==> src/rtl/game_ctrl.sv <==
// Pong-style game sequencer: edge-detected hit/miss/press events drive IDLE/PLAY/SERVE/OVER and BCD scoring.
// Optional serve hold-off timer enabled by defining GAME_CTRL_SERVE_TIMER_EN.
module game_ctrl #(
  parameter int WIN_SCORE    = 11,
  parameter int SERVE_FRAMES = 120
) (
  input  logic       clk,
  input  logic       reset,
  input  logic [3:0] btn,
  input  logic       refresh_tick,
  input  logic       l_hit,
  input  logic       r_hit,
  input  logic       l_mis,
  input  logic       r_mis,
  output logic       gra_still,
  output logic [7:0] l_score,
  output logic [7:0] r_score,
  output logic [7:0] rally,
  output logic [1:0] winner,
  output logic [1:0] state
);

  // state | meaning
  // IDLE  | waiting for a press to start a new game
  // PLAY  | ball in motion, hits and misses counted
  // SERVE | ball frozen after a point, waits for timer and a press
  // OVER  | a side reached WIN_SCORE, waits for a press
  typedef enum logic [1:0] {IDLE = 2'b00, PLAY = 2'b01, SERVE = 2'b10, OVER = 2'b11} state_t;

  localparam int TW = (SERVE_FRAMES < 2) ? 1 : $clog2(SERVE_FRAMES + 1);
  localparam logic [7:0] WIN_BCD = 8'(((WIN_SCORE / 10) << 4) + (WIN_SCORE % 10));

  state_t     st_q, st_d;
  logic [4:0] in_q, in_prev, ev;
  logic       press_e, hit_e, lm_e, rm_e;
  logic [7:0] ls_d, rs_d, rally_d;
  logic [1:0] win_d;
  logic [TW-1:0] timer_q;

  function automatic logic [7:0] bcd_inc(input logic [7:0] v);
    if (v == 8'h99)
      return v;
    else if (v[3:0] == 4'd9)
      return {v[7:4] + 4'd1, 4'd0};
    else
      return {v[7:4], v[3:0] + 4'd1};
  endfunction

  // bit order: press, l_hit, r_hit, l_mis, r_mis
  always_ff @(posedge clk or posedge reset) begin
    if (reset) begin
      in_q    <= '0;
      in_prev <= '0;
    end else begin
      in_q    <= {|btn, l_hit, r_hit, l_mis, r_mis};
      in_prev <= in_q;
    end
  end

  assign ev      = in_q & ~in_prev;
  assign press_e = ev[4];
  assign hit_e   = ev[3] | ev[2];
  assign lm_e    = ev[1];
  assign rm_e    = ev[0];

`ifdef GAME_CTRL_SERVE_TIMER_EN
  always_ff @(posedge clk or posedge reset) begin
    if (reset)
      timer_q <= '0;
    else if (st_q == PLAY && st_d == SERVE)
      timer_q <= TW'(SERVE_FRAMES);
    else if (st_q == SERVE && refresh_tick && timer_q != '0)
      timer_q <= timer_q - 1'b1;
  end
`else
  logic unused_tick;
  assign unused_tick = refresh_tick;
  assign timer_q     = '0;
`endif

  always_comb begin
    st_d    = st_q;
    ls_d    = l_score;
    rs_d    = r_score;
    rally_d = rally;
    win_d   = winner;
    case (st_q)
      IDLE: if (press_e) begin
        st_d    = PLAY;
        ls_d    = '0;
        rs_d    = '0;
        rally_d = '0;
        win_d   = 2'b00;
      end
      PLAY: begin
        // a miss outranks any hit in the same cycle
        if (lm_e && rm_e) begin
          st_d    = SERVE;
          rally_d = '0;
        end else if (lm_e) begin
          rs_d = bcd_inc(r_score);
          if (rs_d == WIN_BCD) begin
            st_d  = OVER;
            win_d = 2'b10;
          end else begin
            st_d    = SERVE;
            rally_d = '0;
          end
        end else if (rm_e) begin
          ls_d = bcd_inc(l_score);
          if (ls_d == WIN_BCD) begin
            st_d  = OVER;
            win_d = 2'b01;
          end else begin
            st_d    = SERVE;
            rally_d = '0;
          end
        end else if (hit_e && rally != 8'hFF) begin
          rally_d = rally + 8'd1;
        end
      end
      SERVE: if (press_e && timer_q == '0) st_d = PLAY;
      OVER: if (press_e) begin
        st_d  = IDLE;
        win_d = 2'b00;
      end
      default: st_d = IDLE;
    endcase
  end

  always_ff @(posedge clk or posedge reset) begin
    if (reset) begin
      st_q      <= IDLE;
      gra_still <= 1'b1;
      l_score   <= '0;
      r_score   <= '0;
      rally     <= '0;
      winner    <= 2'b00;
    end else begin
      st_q      <= st_d;
      gra_still <= (st_d != PLAY);
      l_score   <= ls_d;
      r_score   <= rs_d;
      rally     <= rally_d;
      winner    <= win_d;
    end
  end

  assign state = st_q;

endmodule

==> config.mk <==
export PLATFORM = sky130hd
export DESIGN_NAME = game_ctrl
export DESIGN_NICKNAME = d
export VERILOG_FILES = /design/src/rtl/game_ctrl.sv
export SDC_FILE = /design/constraint.sdc
export NUM_CORES = 1
export LEC_CHECK = 0
export BUFFER_PORTS_ARGS = -buffer_cell sky130_fd_sc_hd__buf_2
export CAP_MARGIN = 20
export CORE_MARGIN = 3
export CORE_UTILIZATION = 45
export CTS_CLUSTER_SIZE = 14
export DETAILED_ROUTE_END_ITERATION = 7
export PLACE_DENSITY = 0.63
export SLEW_MARGIN = 20
export SYNTH_ARGS = -nofsm -noshare
export SYNTH_HDL_FRONTEND = slang
export SYNTH_SLANG_ARGS = --single-unit
==> constraint.sdc <==
create_clock -name clk -period 2.7 [get_ports clk]
set_clock_uncertainty 0.05 [all_clocks]
set_input_delay 0.27 -clock clk [delete_from_list [all_inputs] [get_ports clk]]
set_output_delay 0.27 -clock clk [all_outputs]
set_load 0.005 [all_outputs]
==> flow_summary_export.csv, run 1 <==
group,metric,value,unit
logic_synthesis,synth_seq_cells,39,
floorplan,die_w,76.92,microns
place,placedCellCount,336,
logic_synthesis,synth.distinct_cells,56,
route,viasPerCell,5.613,
run_status,status,"completed",
floorplan,rows,25,
setup_path,crit_type,"reg2reg",
finish,drive_gt1_frac,0.2238,
timing,slew_viol_final,0,
route,ant_nets,0,
logic_synthesis,synth-edff-count,0,
clock_network,cts_root_buffer,"clkbuf_8",
setup_path,worstRegToRegCells,8,
clock_network,cts_tree,"yes",
setup_path,cp.arrival,2.37,ns
place,gp_congestion,0.8220,
finish,nFillCells,438,
power,total_leakage_power,1.198,nW
route,routed-via-count,1931,
timing,setup_tns,0,ns
setup_path,r2r_setup_slack,0.45,ns
setup_path,critPathLaunchType,"register",
clock_network,clock_sinks,39,
flow_run,cap_viol_max_count,0,
clock_network,clk_pin_slew,0.08,ns
global_routing,grt_max_degree,40,
global_routing,grt.busiest_layer,"met2",
logic_synthesis,ys.flop_type,"dfrtp_1",
route,dr.first_iter.drc_count,112,
route,drcViolationCount,0,
finish,post_layout_nonfiller_instances,344,
finish,antenna-diode-count,0,
logic_synthesis,syn_area,2263,sq um
logic_synthesis,async_flop_share,1.000,
global_routing,grt_usage,0.1695,
route,dr.pass1.iters,4,
logic_synthesis,syn_inst,236,
worst_hold_path,hp-class,"in2async",
timing,slew_headroom,0.6760,
finish,fin_nets,298,
setup_path,endpoint_kind,"register",
setup_path,path_cells,"inv_1 > ha_1 > and3b_1 > and4_1 > o211ai_1 > nand2_1 > o31ai_1 > o21ai_0",
setup_path,slowest_stage,"dfrtp_1",
global_routing,grt_pass1_wl,8066,microns
timing,hold_ws,0.02174,ns
setup_path,critPathRequiredTime,2.82,ns
clock_network,htree_levels,2,
clock_network,cts_setup_buffers,0,
place,port_buffers,38,
global_routing,grt_pass1_vias,1735,
global_routing,met2_usage,0.2639,
timing,fin_crit_sh,0.8339,
power,p_per_area,664.9,nW/um^2
timing,grt_setup_unrepaired,"false",
global_routing,met3_usage,0.04108,
clock_network,cts_buffer_depth,2,
clock_network,numCtsBuffers,5,
power,irDropWorstVdd,0.0003178,V
timing,worst_slew_pin_slew,0.4860,ns
floorplan,ios,40,
logic_synthesis,ys_seq_area_frac,0.4317,
global_routing,antenna_found_initial,0,
floorplan,fp.coreArea,4786,sq um
setup_path,critPathMaxFanout,7,
timing,finalCriticalPeriod,2.252,ns
route,wl,4723,microns
logic_synthesis,avgSynthCellArea,9.591,sq um
global_routing,overflow,0,
clock_network,worstSkewPairLatency,0.30,ns
setup_path,cp_top_family,"simple AND/OR/NAND/NOR gates",
timing,setup_viol,0,
floorplan,die_h,76.92,microns
logic_synthesis,ys_warn_count,0,
finish,area_growth_syn_to_layout,14.54,%
route,wl_per_cell,13.73,microns
global_routing,use_met1,0.2254,
timing,hold_viol,0,
floorplan,initial_core_util,0.4729,
setup_path,worstReg2RegEnd,"rally[2]",
setup_path,cp_slowest_stage_delay,0.48,ns
timing,timing.fmax,444.1,MHz
timing,postLayoutSetupSlackWorst,0.4484,ns
place,preCtsSetupSlack,0.4224,ns
setup_path,critPathBufInv,1,
place,place_hpwl,3413,microns
logic_synthesis,syn_nets,258,
clock_network,cts_hold_buf,0,
clock_network,cts_resized,0,
finish,final_cell_mix,"dfrtp_1 (38), buf_2 (38), o21ai_0 (20)",
floorplan,die_area,5917,sq um
setup_path,rr_startpoint,"r_score[1]",
## synthesized netlist by cell type, types with 3 or more instances
library cell / n / share of area
ha_1: 11 / 0.061
nand3_1: 12 / 0.027
nand4_1: 4 / 0.011
a211oi_1: 5 / 0.017
nor3_1: 3 / 0.0066
nor2b_1: 7 / 0.019
nand2_1: 18 / 0.030
o22ai_1: 4 / 0.011
buf_2: 3 / 0.0066
o31ai_1: 15 / 0.050
dfrtp_1: 38 / 0.42
nor2_1: 12 / 0.020
mux2i_1: 4 / 0.018
inv_1: 12 / 0.020
a21oi_1: 9 / 0.020
nand2b_1: 8 / 0.022
a21o_1: 3 / 0.0099
o21ai_0: 20 / 0.044
## kinds of logic (layout without fill, tap and decap cells)
kind of cell             Yosys count  after routing  share of synthesized area
AND/OR/NAND/NOR                   87             87                     0.2195
AO/OA/AOI/OAI                     74             74                     0.2233
flip-flops                        39             39                     0.4317
buffers and inverters             20             61                    0.04312
adder cells (fa/ha/maj)           11             11                    0.06081
multiplexers                       4              4                    0.01769
XOR/XNOR                           1              1                   0.003870
## layout make-up
class	instances	area, sq um	share of cell area
multi-input cells	177	1189	0.4585
flip-flops and latches	39	977.2	0.3769
clock inverters	2	12.51	0.004826
clock buffers	6	72.57	0.02799
well taps	67	83.83	0.03234
repair buffers	41	212.7	0.08205
inverters	12	45.04	0.01737
## through the flow
stage / instance area, sq um / power, mW / utilization
after floorplan: 2263 / 1.199 / -
after global placement: 2507 / 1.337 / 0.5239
after detailed placement: 2507 / 1.353 / 0.5239
after CTS: 2592 / 1.755 / 0.5417
after global routing: 2592 / 1.869 / 0.5417
final: 2592 / 1.724 / 0.5417
## layer usage
metal	vias up	part of all wire
met2	46	0.47
met4	0	0.017
met3	5	0.051
met1	924	0.47
li1	956	-
met5	-	0
## where the power goes
| part | switching, mW | internal, mW |
|---|---|---|
| sequential | 0.119 | 0.664 |
| clock | 0.206 | 0.180 |
| combinational | 0.311 | 0.243 |
| total | 0.636 | 1.09 |
## sequential cells by signal, summed over array words and instances, names as in the netlist
signal     count
l_score        8
r_score        8
rally          8
in_prev        5
in_q           5
state          2
winner         2
gra_still      1
## tightest hold or removal path: cells and delay by family
kind	cells	cell delay [ns]
buf+inv	3	0.54
## worst max-delay path by stage
stage	from	end	cells past startpoint
after global placement	r_score[0]	rally[1]	7
final	r_score[1]	rally[2]	8
after detailed placement	state[1]	r_score[0]	8
after floorplan	r_score[0]	rally[1]	8
after CTS	state[1]	r_score[0]	8
after global routing	state[1]	rally[2]	7
(Power assumes the default switching activity.)
==> run 2: changes to the inputs <==
--- a/config.mk
+++ b/config.mk
@@ -5,13 +5,14 @@
 export SDC_FILE = /design/constraint.sdc
 export NUM_CORES = 1
 export LEC_CHECK = 0
+export ABC_AREA = 1
 export BUFFER_PORTS_ARGS = -buffer_cell sky130_fd_sc_hd__buf_2
 export CAP_MARGIN = 20
 export CORE_MARGIN = 3
 export CORE_UTILIZATION = 45
 export CTS_CLUSTER_SIZE = 14
 export DETAILED_ROUTE_END_ITERATION = 7
-export PLACE_DENSITY = 0.63
+export PLACE_DENSITY = 0.66
 export SLEW_MARGIN = 20
 export SYNTH_ARGS = -nofsm -noshare
 export SYNTH_HDL_FRONTEND = slang
==> constraint.sdc (replaced) <==
create_clock -name clk -period 2 [get_ports clk]
set_clock_uncertainty 0.05 [all_clocks]
set_input_delay 0.2 -clock clk [delete_from_list [all_inputs] [get_ports clk]]
set_output_delay 0.2 -clock clk [all_outputs]
set_load 0.005 [all_outputs]
==> run 2 against run 1 <==
  * Maximum frequency increased by 21%
  * Largest cell class unchanged
  * Combinational power grew 95%
  * Via count rose by 8.8%
  * Non-clock buffer count increased by 15
  * Critical path depth is 4 higher
  * Sequential cell count unchanged
==> flow_summary_export.csv, run 2 <==
group,metric,value,unit
logic_synthesis,synthSimpleGateAreaFrac,0.3215,
floorplan,die_w,78.88,microns
setup_path,critPathMaxFanout,8,
finish,drive_gt1_frac,0.3314,
place,gp_congestion,0.8563,
clock_network,cts_tree,"yes",
global_routing,grt_pass1_vias,1937,
logic_synthesis,ys_warn_count,0,
power,power,2.726,mW
logic_synthesis,synth_compound_area_frac,0.1162,
logic_synthesis,synth_top_family_by_area,"simple AND/OR/NAND/NOR gates",
route,ant_nets,0,
timing,hold_viol,0,
run_status,status,"completed",
power,switching_power,1.026,mW
place,place_hpwl,3660,microns
finish,final_cell_mix,"nand2_1 (58), buf_2 (38), dfrtp_1 (36)",
setup_path,cp.arrival,2.04,ns
setup_path,critPathBufInv,1,
power,total_leakage_power,1.428,nW
clock_network,cts_root_buffer,"clkbuf_8",
worst_hold_path,hp-class,"in2reg",
floorplan,fp.coreArea,4911,sq um
finish,nFillCells,472,
power,clkPwrFrac,0.254,
route,drcViolationCount,0,
clock_network,htree_levels,2,
power,pwr-share-seq,0.351,
route,routed-via-count,2100,
power,switching_share,0.3765,
logic_synthesis,avgSynthCellArea,8.385,sq um
power,comb_power_share,0.395,
logic_synthesis,ys_top_cells_by_area,"dfrtp_1 (40%), nand2_1 (9.6%), ha_1 (5.8%)",
clock_network,clk_pin_slew,0.08,ns
finish,fin_nets,368,
timing,setup_viol,0,
logic_synthesis,synthMuxAreaShare,0,
logic_synthesis,synth.distinct_cells,34,
floorplan,die_area,6221,sq um
clock_network,numCtsBuffers,5,
setup_path,critPathLaunchType,"register",
timing,timing.fmax,536.1,MHz
logic_synthesis,async_flop_share,1.000,
route,wl_per_cell,12.68,microns
power,irDropWorstVdd,0.0005902,V
power,p_int,1.699,mW
timing,slew_headroom,0.6665,
place,port_buffers,38,
setup_path,crit_type,"reg2reg",
finish,reg_top3,"l_score (8), r_score (8), rally (8)",
logic_synthesis,yosysMostFrequentCell,"nand2_1",
finish,multi_input_area,1308,sq um
clock_network,clock_sinks,39,
finish,ff_latch_area,979.7,sq um
global_routing,grt_max_degree,40,
logic_synthesis,syn_area,2390,sq um
flow_run,cap_viol_max_count,0,
floorplan,rows,25,
setup_path,endpoint_kind,"register",
route,dr.pass1.iters,4,
finish,area_growth_syn_to_layout,24.08,%
logic_synthesis,synthAdderAreaFrac,0.05759,
floorplan,initial_core_util,0.4866,
timing,worst_slew_pin_slew,0.5003,ns
power,p_per_area,919.1,nW/um^2
route,viasPerCell,5.072,
timing,slew_viol_final,0,
global_routing,grt_usage,0.1728,
setup_path,cp_top_family,"simple AND/OR/NAND/NOR gates",
logic_synthesis,ys.flop_type,"dfrtp_1",
logic_synthesis,synth_top_area_cell,"dfrtp_1",
setup_path,critPathLaunch,"r_score[1]",
finish,mostFrequentLayoutCell,"nand2_1",
global_routing,grt_pass1_wl,8542,microns
setup_path,slowest_stage,"dfrtp_1",
setup_path,crit_top_cell,"nand2_1",
logic_synthesis,ys_seq_area_frac,0.4089,
timing,fin_crit_sh,0.9326,
floorplan,die_h,78.88,microns
logic_synthesis,syn_nets,307,
route,dr.first_iter.drc_count,83,
timing,postLayoutSetupSlackWorst,0.1347,ns
logic_synthesis,synth_xor_area_frac,0.02565,
logic_synthesis,syn_inst,285,
route,wl,5250,microns
timing,finalCriticalPeriod,1.865,ns
clock_network,cts_buffer_depth,2,
logic_synthesis,synthTopCellsByCount,"nand2_1 (61), dfrtp_1 (38), inv_1 (31), nand3_1 (27), nor2_1 (17)",
place,preCtsSetupSlack,0.05686,ns
logic_synthesis,synth-edff-count,0,
worst_hold_path,min_from,"btn[2]",
floorplan,ios,40,
global_routing,overflow,0,
setup_path,rr_startpoint,"r_score[1]",
clock_network,worstSkewPairLatency,0.29,ns
setup_path,critPathRequiredTime,2.17,ns
finish,antenna-diode-count,0,
logic_synthesis,synth_seq_cells,39,
setup_path,cp_slowest_stage_delay,0.39,ns
global_routing,antenna_found_initial,0,
logic_synthesis,synth_top_area_frac,0.3979,
setup_path,path_cells,"inv_2 > ha_4 > nand2_2 > nor2_4 > nand3_1 > nand2_1 > nand2_1 > nor2_2 > nand3_2 > nand3_4 > nand2_1 > o21ai_2",
[run 2: what timing repair did]
| item | 4_1_cts | 5_1_grt |
|---|---|---|
| buffers inserted | 0 | 2 |
| endpoints found under the setup margin | 0 | 19 |
| endpoints found under the hold margin | 42 | 0 |
| hold buffers | 5 | 0 |
| gates resized for setup | 0 | 14 |
[run 2: per-layer routing]
layer,routed length (microns),part of all wire,vias up,GRT usage
li1,-,-,1074,-
met1,2469,0.47,966,0.2280
met5,0,0,-,0
met3,257,0.049,2,0.04422
met4,35,0.0067,0,0.06186
met2,2488,0.47,58,0.2750
[run 2: power by group through the flow]
stage | combinational [mW] | sequential, mW | clock, mW
3_3_place_gp | 0.975 | 0.960 | 0
5_1_grt | 1.19 | 0.970 | 0.748
2_1_floorplan | 0.720 | 0.982 | 0
6_report | 1.08 | 0.956 | 0.691
3_5_place_dp | 0.988 | 0.965 | 0
4_1_cts | 1.00 | 0.950 | 0.710
[run 2: path summary, 6_finish.rpt]
kind / to / slack [ns] / depth (start not counted)
hold / removal: in_q[4] / 0.04 / 2
max in group asynchronous: gra_still / 1.01 / 4
min in group asynchronous: r_score[5] / 0.51 / 4
hold reg to reg: in_prev[4] / 0.33 / 0
setup reg to reg: rally[2] / 0.13 / 12
setup / recovery: rally[2] / 0.13 / 12
[run 2: logic make-up (layout without fill, tap and decap cells)]
kind of cell / Yosys count / after routing
simple gates: 147 / 148
compound gates: 41 / 41
buf+inv: 40 / 101
flops: 39 / 39
fa+ha+maj: 11 / 11
xor+xnor: 7 / 7
[run 2: cell type report]
| type | instances | area share |
|---|---|---|
| clock inverter | 2 | 0.01181 |
| timing repair buffer | 56 | 0.1139 |
| inverter | 37 | 0.04684 |
| multi-input combinational | 207 | 0.4409 |
| tap | 67 | 0.02827 |
| clock buffer | 6 | 0.02785 |
| sequential | 39 | 0.3304 |
[run 2: metrics by stage]
stage	setup TNS (ns)	instance area, sq um	utilization	hold slack [ns]	instances
final	0	2965	0.6038	0.03975	414
after global routing	-0.009212	2965	0.6038	0.03834	414
after CTS	0	2885	0.5875	0.03249	411
after detailed placement	0	2718	0.5534	0.2599	398
after global placement	0	2718	0.5534	0.2575	398
after floorplan	0	2390	-	0.1814	285
